===== src/rtl/pipe_pkg.sv =====
// Shared pipeline definitions: register-0 constant, branch/jump/MDU decode codes, controller states.
// Latency: none (declarations and a pure combinational helper).
// Backpressure: not applicable.
package pipe_pkg;

  localparam logic [4:0] REG_ZERO = 5'd0;

  // Primary opcodes for control-flow decode
  localparam logic [5:0] OP_SPECIAL = 6'h00;
  localparam logic [5:0] OP_J       = 6'h02;
  localparam logic [5:0] OP_JAL     = 6'h03;
  localparam logic [5:0] OP_BEQ     = 6'h04;
  localparam logic [5:0] OP_BNE     = 6'h05;

  // SPECIAL funct codes for jr and the HI/LO unit
  localparam logic [5:0] FN_JR      = 6'h08;
  localparam logic [5:0] FN_MFHI    = 6'h10;
  localparam logic [5:0] FN_MFLO    = 6'h12;
  localparam logic [5:0] FN_MULT    = 6'h18;
  localparam logic [5:0] FN_MULTU   = 6'h19;
  localparam logic [5:0] FN_DIV     = 6'h1a;
  localparam logic [5:0] FN_DIVU    = 6'h1b;

  typedef enum logic {RUN = 1'b0, STALL = 1'b1} state_e;

  // A source only depends on a destination when it is a real register ($0 is hardwired zero)
  function automatic logic src_match(input logic [4:0] src, input logic [4:0] dst);
    return (src != REG_ZERO) && (src == dst);
  endfunction

endpackage


===== src/rtl/hazard_ctrl_mdu_timer.sv =====
// HI/LO occupancy timer: loads MDU_LAT on an issued mult/div, counts down to idle.
// Latency: busy rises the cycle after load and stays high for MDU_LAT cycles.
// Backpressure: none itself; the parent stalls HI/LO users and new starts while busy.
module hazard_ctrl_mdu_timer #(
  parameter int MDU_LAT = 4
) (
  input  logic clk,
  input  logic rst_n,
  input  logic load,
  output logic busy
);

  // At least 3 bits, wider when the latency needs it
  localparam int CW = ($clog2(MDU_LAT + 1) < 3) ? 3 : $clog2(MDU_LAT + 1);

  logic [CW-1:0] count;

  // Load on issue, otherwise count down to zero
  always_ff @(posedge clk or negedge rst_n) begin
    if (!rst_n) begin
      count <= '0;
    end else if (load) begin
      count <= CW'(MDU_LAT);
    end else if (count != '0) begin
      count <= count - CW'(1);
    end
  end

  assign busy = (count != '0);

endmodule


===== src/rtl/hazard_ctrl.sv =====
// Hazard/sequencing controller for the 5-stage pipeline (branches and jumps resolved in ID).
// Latency: hold/flush/bubble outputs are combinational in the same cycle; counters update at the next edge.
// Backpressure: a detected hazard freezes PC and IF/ID and bubbles ID/EX; redirects wait for a stall-free cycle.
module hazard_ctrl
  import pipe_pkg::*;
#(
  parameter int MDU_LAT = 4,
  parameter int CNT_W   = 32
) (
  input  logic             clk,
  input  logic             rst_n,
  input  logic [4:0]       id_rs,
  input  logic [4:0]       id_rt,
  input  logic             id_uses_rt,
  input  logic             id_is_branch,
  input  logic             id_mdu_start,
  input  logic             id_uses_hilo,
  input  logic             branch_taken,
  input  logic             jump,
  input  logic             ex_mem_read,
  input  logic             ex_reg_write,
  input  logic [4:0]       ex_rd,
  input  logic             mem_mem_read,
  input  logic [4:0]       mem_rd,
  output logic             pc_hold,
  output logic             ifid_hold,
  output logic             ifid_flush,
  output logic             idex_bubble,
  output logic             mdu_busy,
  output logic [CNT_W-1:0] stall_cnt,
  output logic [CNT_W-1:0] flush_cnt,
  output state_e           fsm_state
);

  logic lu, bex, bmem, mdu, stall, redirect;
  logic timer_busy;

  // Hazard terms; branches always compare both rs and rt in ID
  always_comb begin
    lu       = ex_mem_read & (src_match(id_rs, ex_rd) | (id_uses_rt & src_match(id_rt, ex_rd)));
    bex      = id_is_branch & ex_reg_write & (src_match(id_rs, ex_rd) | src_match(id_rt, ex_rd));
    bmem     = id_is_branch & mem_mem_read & (src_match(id_rs, mem_rd) | src_match(id_rt, mem_rd));
    mdu      = timer_busy & (id_uses_hilo | id_mdu_start);
    stall    = lu | bex | bmem | mdu;
    // Branch outcome is meaningless while its operands are still in flight
    redirect = ~stall & (jump | (id_is_branch & branch_taken));
  end

  // A start waiting on a busy unit issues on the first cycle the timer reads zero
  hazard_ctrl_mdu_timer #(.MDU_LAT(MDU_LAT)) u_mdu_timer (
    .clk   (clk),
    .rst_n (rst_n),
    .load  (id_mdu_start & ~stall),
    .busy  (timer_busy)
  );

  // Pipeline control; reset fills IF/ID with NOPs and releases every hold
  always_comb begin
    pc_hold     = 1'b0;
    ifid_hold   = 1'b0;
    ifid_flush  = 1'b0;
    idex_bubble = 1'b0;
    mdu_busy    = rst_n & timer_busy;
    if (!rst_n) begin
      ifid_flush = 1'b1;
    end else if (stall) begin
      pc_hold     = 1'b1;
      ifid_hold   = 1'b1;
      idex_bubble = 1'b1;
    end else begin
      ifid_flush = redirect;
    end
  end

  // RUN/STALL tracker for accounting and debug visibility
  always_ff @(posedge clk or negedge rst_n) begin
    if (!rst_n) begin
      fsm_state <= RUN;
    end else begin
      case (fsm_state)
        RUN:     if (stall)  fsm_state <= STALL;
        STALL:   if (!stall) fsm_state <= RUN;
        default: fsm_state <= RUN;
      endcase
    end
  end

  // Saturating performance counters: stalled cycles and issued redirects
  always_ff @(posedge clk or negedge rst_n) begin
    if (!rst_n) begin
      stall_cnt <= '0;
      flush_cnt <= '0;
    end else begin
      if (stall && (stall_cnt != '1)) stall_cnt <= stall_cnt + CNT_W'(1);
      if (redirect && (flush_cnt != '1)) flush_cnt <= flush_cnt + CNT_W'(1);
    end
  end

endmodule


===== config.mk =====
export PLATFORM = sky130hd
export DESIGN_NAME = hazard_ctrl
export DESIGN_NICKNAME = d
export VERILOG_FILES = /design/src/rtl/pipe_pkg.sv /design/src/rtl/hazard_ctrl_mdu_timer.sv /design/src/rtl/hazard_ctrl.sv
export SDC_FILE = /design/constraint.sdc
export NUM_CORES = 1
export LEC_CHECK = 0
export CORE_MARGIN = 1
export CORE_UTILIZATION = 32
export DETAILED_ROUTE_END_ITERATION = 10
export PLACE_DENSITY = 0.67
export SYNTH_ARGS = -nofsm -noshare
export SYNTH_HDL_FRONTEND = slang
export SYNTH_HIERARCHICAL = 1
export SYNTH_SLANG_ARGS = --single-unit

===== constraint.sdc =====
create_clock -name clk -period 7.15 [get_ports clk]
set_clock_uncertainty 0.05 [all_clocks]
set_input_delay 0.715 -clock clk [delete_from_list [all_inputs] [get_ports clk]]
set_output_delay 0.715 -clock clk [all_outputs]
set_load 0.03 [all_outputs]

==> flow_metrics.py <==
metrics = {
    "cts": {
        "cts_buffers": 9,
        "cts_max_path_buffers": 2,
        "cts.sinks": 68,
        "cts_tree": "built",
        "cts.htree.levels": 3,
        "cts.clk_slew.worst_paths_ps": 50,
        "postCtsSetupBuffers": 0,
        "insertion_delay_ps": 330,
        "post_cts_resize_count": 0,
        "cts_hold_buf": 0,
        "cts_root_buf": "clkbuf_16",
    },
    "drt": {
        "wl_per_cell_um": 15.3,
        "drtIter0Drc": 101,
        "drcViolationCount": 0,
        "drt_wl_total_mm": 9.41,
        "vias": 3196,
        "dr.pass1.iters": 4,
        "ant_nets": 0,
        "viasPerCell": 5.20,
    },
    "floorplan": {
        "dieHeight_um": 111,
        "dieArea_mm2": 0.0122,
        "initial_core_util": 0.329,
        "die_w_um": 111,
        "rows": 39,
        "io_pins": 101,
        "coreArea_mm2": 0.0115,
    },
    "setup_path": {
        "crit_type": "primary input to output port",
        "reg2regPathDepth": 7,
        "cp.required_ps": 6380,
        "rrSetupSlack_ps": 4030,
        "timing.rr.end": "flush_cnt[1]$_DFFE_PN0P_",
        "start_kind": "primary input",
        "cp_max_fo": 32,
        "r2r_start": "flush_cnt[0]$_DFFE_PN0P_",
        "crit_arrival_ps": 3710,
        "worstSetupEndpointType": "output port",
    },
    "final_layout": {
        "drive_gt1_frac": 0.0826,
        "area_delta_synth_final_pct": 36.5,
        "num_antenna_cells": 0,
        "seqCellArea_mm2": 0.00170,
        "num-nets-final": 503,
        "multiInputGateArea_mm2": 0.00195,
        "n_fill_cell": 1072,
        "final_cells": 615,
        "final_area_mm2": 0.00515,
    },
    "power": {
        "power_density_mw_per_mm2": 293,
        "p_leak_nw": 2.15,
        "vdd.ir_drop.worst_uv": 252,
    },
    "synthesis": {
        "synth-edff-count": 0,
        "syn-num-nets": 406,
        "synthDistinctLibCells": 38,
        "synth_cells": 371,
        "syn_area_per_cell_um2": 10.2,
        "synth_seq_area_share": 0.451,
        "yosysWarnings": 6,
        "synthArstFlopShare": 1.00,
        "syn_area_mm2": 0.00377,
        "ys_seq_elements": 68,
        "synthFlopType": "dfrtp_1",
    },
    "status": {
        "status": "complete, no violations",
    },
    "timing": {
        "hold_viol": 0,
        "worst_slew_pin_slew_ps": 1220,
        "fin_crit_ps": 4480,
        "tns_ps": 0,
        "fin_ws_ps": 2670,
        "fmax_mhz": 223,
        "setup_viol": 0,
        "rsz0062_at_grt": "false",
        "period_share": 0.626,
        "relSlewSlack": 0.185,
        "slew_violations": 0,
    },
    "worst_hold_path": {
        "hold_path.class": "primary input to asynchronous set/reset pin",
    },
    "grt": {
        "grt_max_degree": 38,
        "grt_first_pass_wirelength_mm": 15.8,
        "grt_overflow_total": 0,
        "grt_usage": 0.159,
        "grt_pass1_vias": 3179,
        "antenna_found_initial": 0,
    },
    "job": {
        "drv_cap": 0,
    },
    "placement": {
        "gp_congestion": 0.857,
        "place_inst": 600,
        "post-place-ws_ps": 2670,
        "placed_area_mm2": 0.00488,
        "io_buffers": 100,
        "post-dp-hpwl_mm": 6.77,
    },
}
[placed cells by master (no fill, tap or decap), drive strengths merged, types with 2 or more instances in the layout]
| cell type | count |
|---|---|
| nand3 | 23 |
| xor2 | 58 |
| dfrtp | 68 |
| nand4 | 16 |
| nor2 | 22 |
| ha | 4 |
| buf | 4 |
| or4 | 6 |
| nand2 | 34 |
| and2 | 6 |
| nor4b | 6 |
| nor4 | 30 |
| and4 | 3 |
| mux2 | 3 |
| a21oi | 3 |
| clkbuf | 13 |
| clkinv | 2 |
| clkdlybuf4s50 | 99 |
| nor3b | 3 |
| xnor2 | 24 |
| nor3 | 19 |
| inv | 7 |
| and3 | 10 |
[critical path, stage by stage]
cell and delay [ps]:
clkdlybuf4s50_1 480, or4_1 550, nor2_1 150, nor4_1 80, o21ba_1 190, or4_4 710, nand2_1 140, clkdlybuf4s50_1 670
[logic make-up after synthesis]
logic type               Yosys count  synth area share
flip-flops                        68             0.451
multiplexers                       3           0.00896
buffers and inverters             24            0.0325
XOR/XNOR                          82             0.193
AO/OA/AOI/OAI                      8            0.0143
adder cells (fa/ha/maj)            4            0.0133
AND/OR/NAND/NOR                  182             0.287
[metal layers]
layer / global-route usage / wire (um) / share of wire / vias up
met5: 0 / 0 / 0 / -
met4: 0.0622 / 193 / 0.021 / 0
met3: 0.0461 / 515 / 0.055 / 19
met2: 0.255 / 4440 / 0.47 / 120
met1: 0.202 / 4260 / 0.45 / 1568
li1: - / - / - / 1489
[synth_stat cells (all sizes together) (4+ instances only)]
library cell   n  area, um2
and2           6       37.5
and3          10       62.6
dfrtp         68       1700
ha             4       50.1
clkbuf         8       30.0
inv            7       26.3
nand4         16        100
nor3          19       95.1
nor4b          6       77.6
nand2         34        128
nand3         23        115
or4            6       52.6
xor2          58        508
xnor2         24        218
nor2          22       85.1
buf            9       66.3
nor4          30        244
[metrics by stage]
step	power (mW)	util	hold slack, ps
5_1_grt	1.59	0.449	466
4_1_cts	1.52	0.449	445
3_5_place_dp	1.11	0.425	428
6_report	1.51	0.449	438
3_3_place_gp	1.09	0.425	426
2_1_floorplan	0.886	-	369
[where the power goes]
part / switching, mW / internal [mW] / leakage (nW)
logic: 0.321 / 0.230 / 1.17
registers: 0.0916 / 0.459 / 0.845
clock network: 0.155 / 0.250 / 0.135
total: 0.568 / 0.939 / 2.15
[how the worst max path moves through the flow]
stage	slack, ps	to	start	cells past startpoint
global placement	2700	ifid_flush	id_rs[1]	8
detailed placement	2670	ifid_flush	id_rs[1]	8
CTS	2670	ifid_flush	id_rs[1]	8
global route	2580	ifid_flush	id_rs[1]	8
floorplan	3720	ifid_hold	id_rt[1]	9
finish	2670	ifid_flush	id_rs[1]	8
[flip-flops by register name, summed over array words and instances, names as in the netlist]
name,count
u_mdu_timer/count,3
stall_cnt,32
fsm_state,1
flush_cnt,32
[layout make-up]
class,instances,area share
flip-flops and latches,68,0.331
clock inverters,2,0.00195
clock buffers,13,0.0506
well taps,143,0.0348
multi-input cells,279,0.379
inverters,7,0.00511
repair buffers,103,0.198
Power figures use the tool's default switching activity.
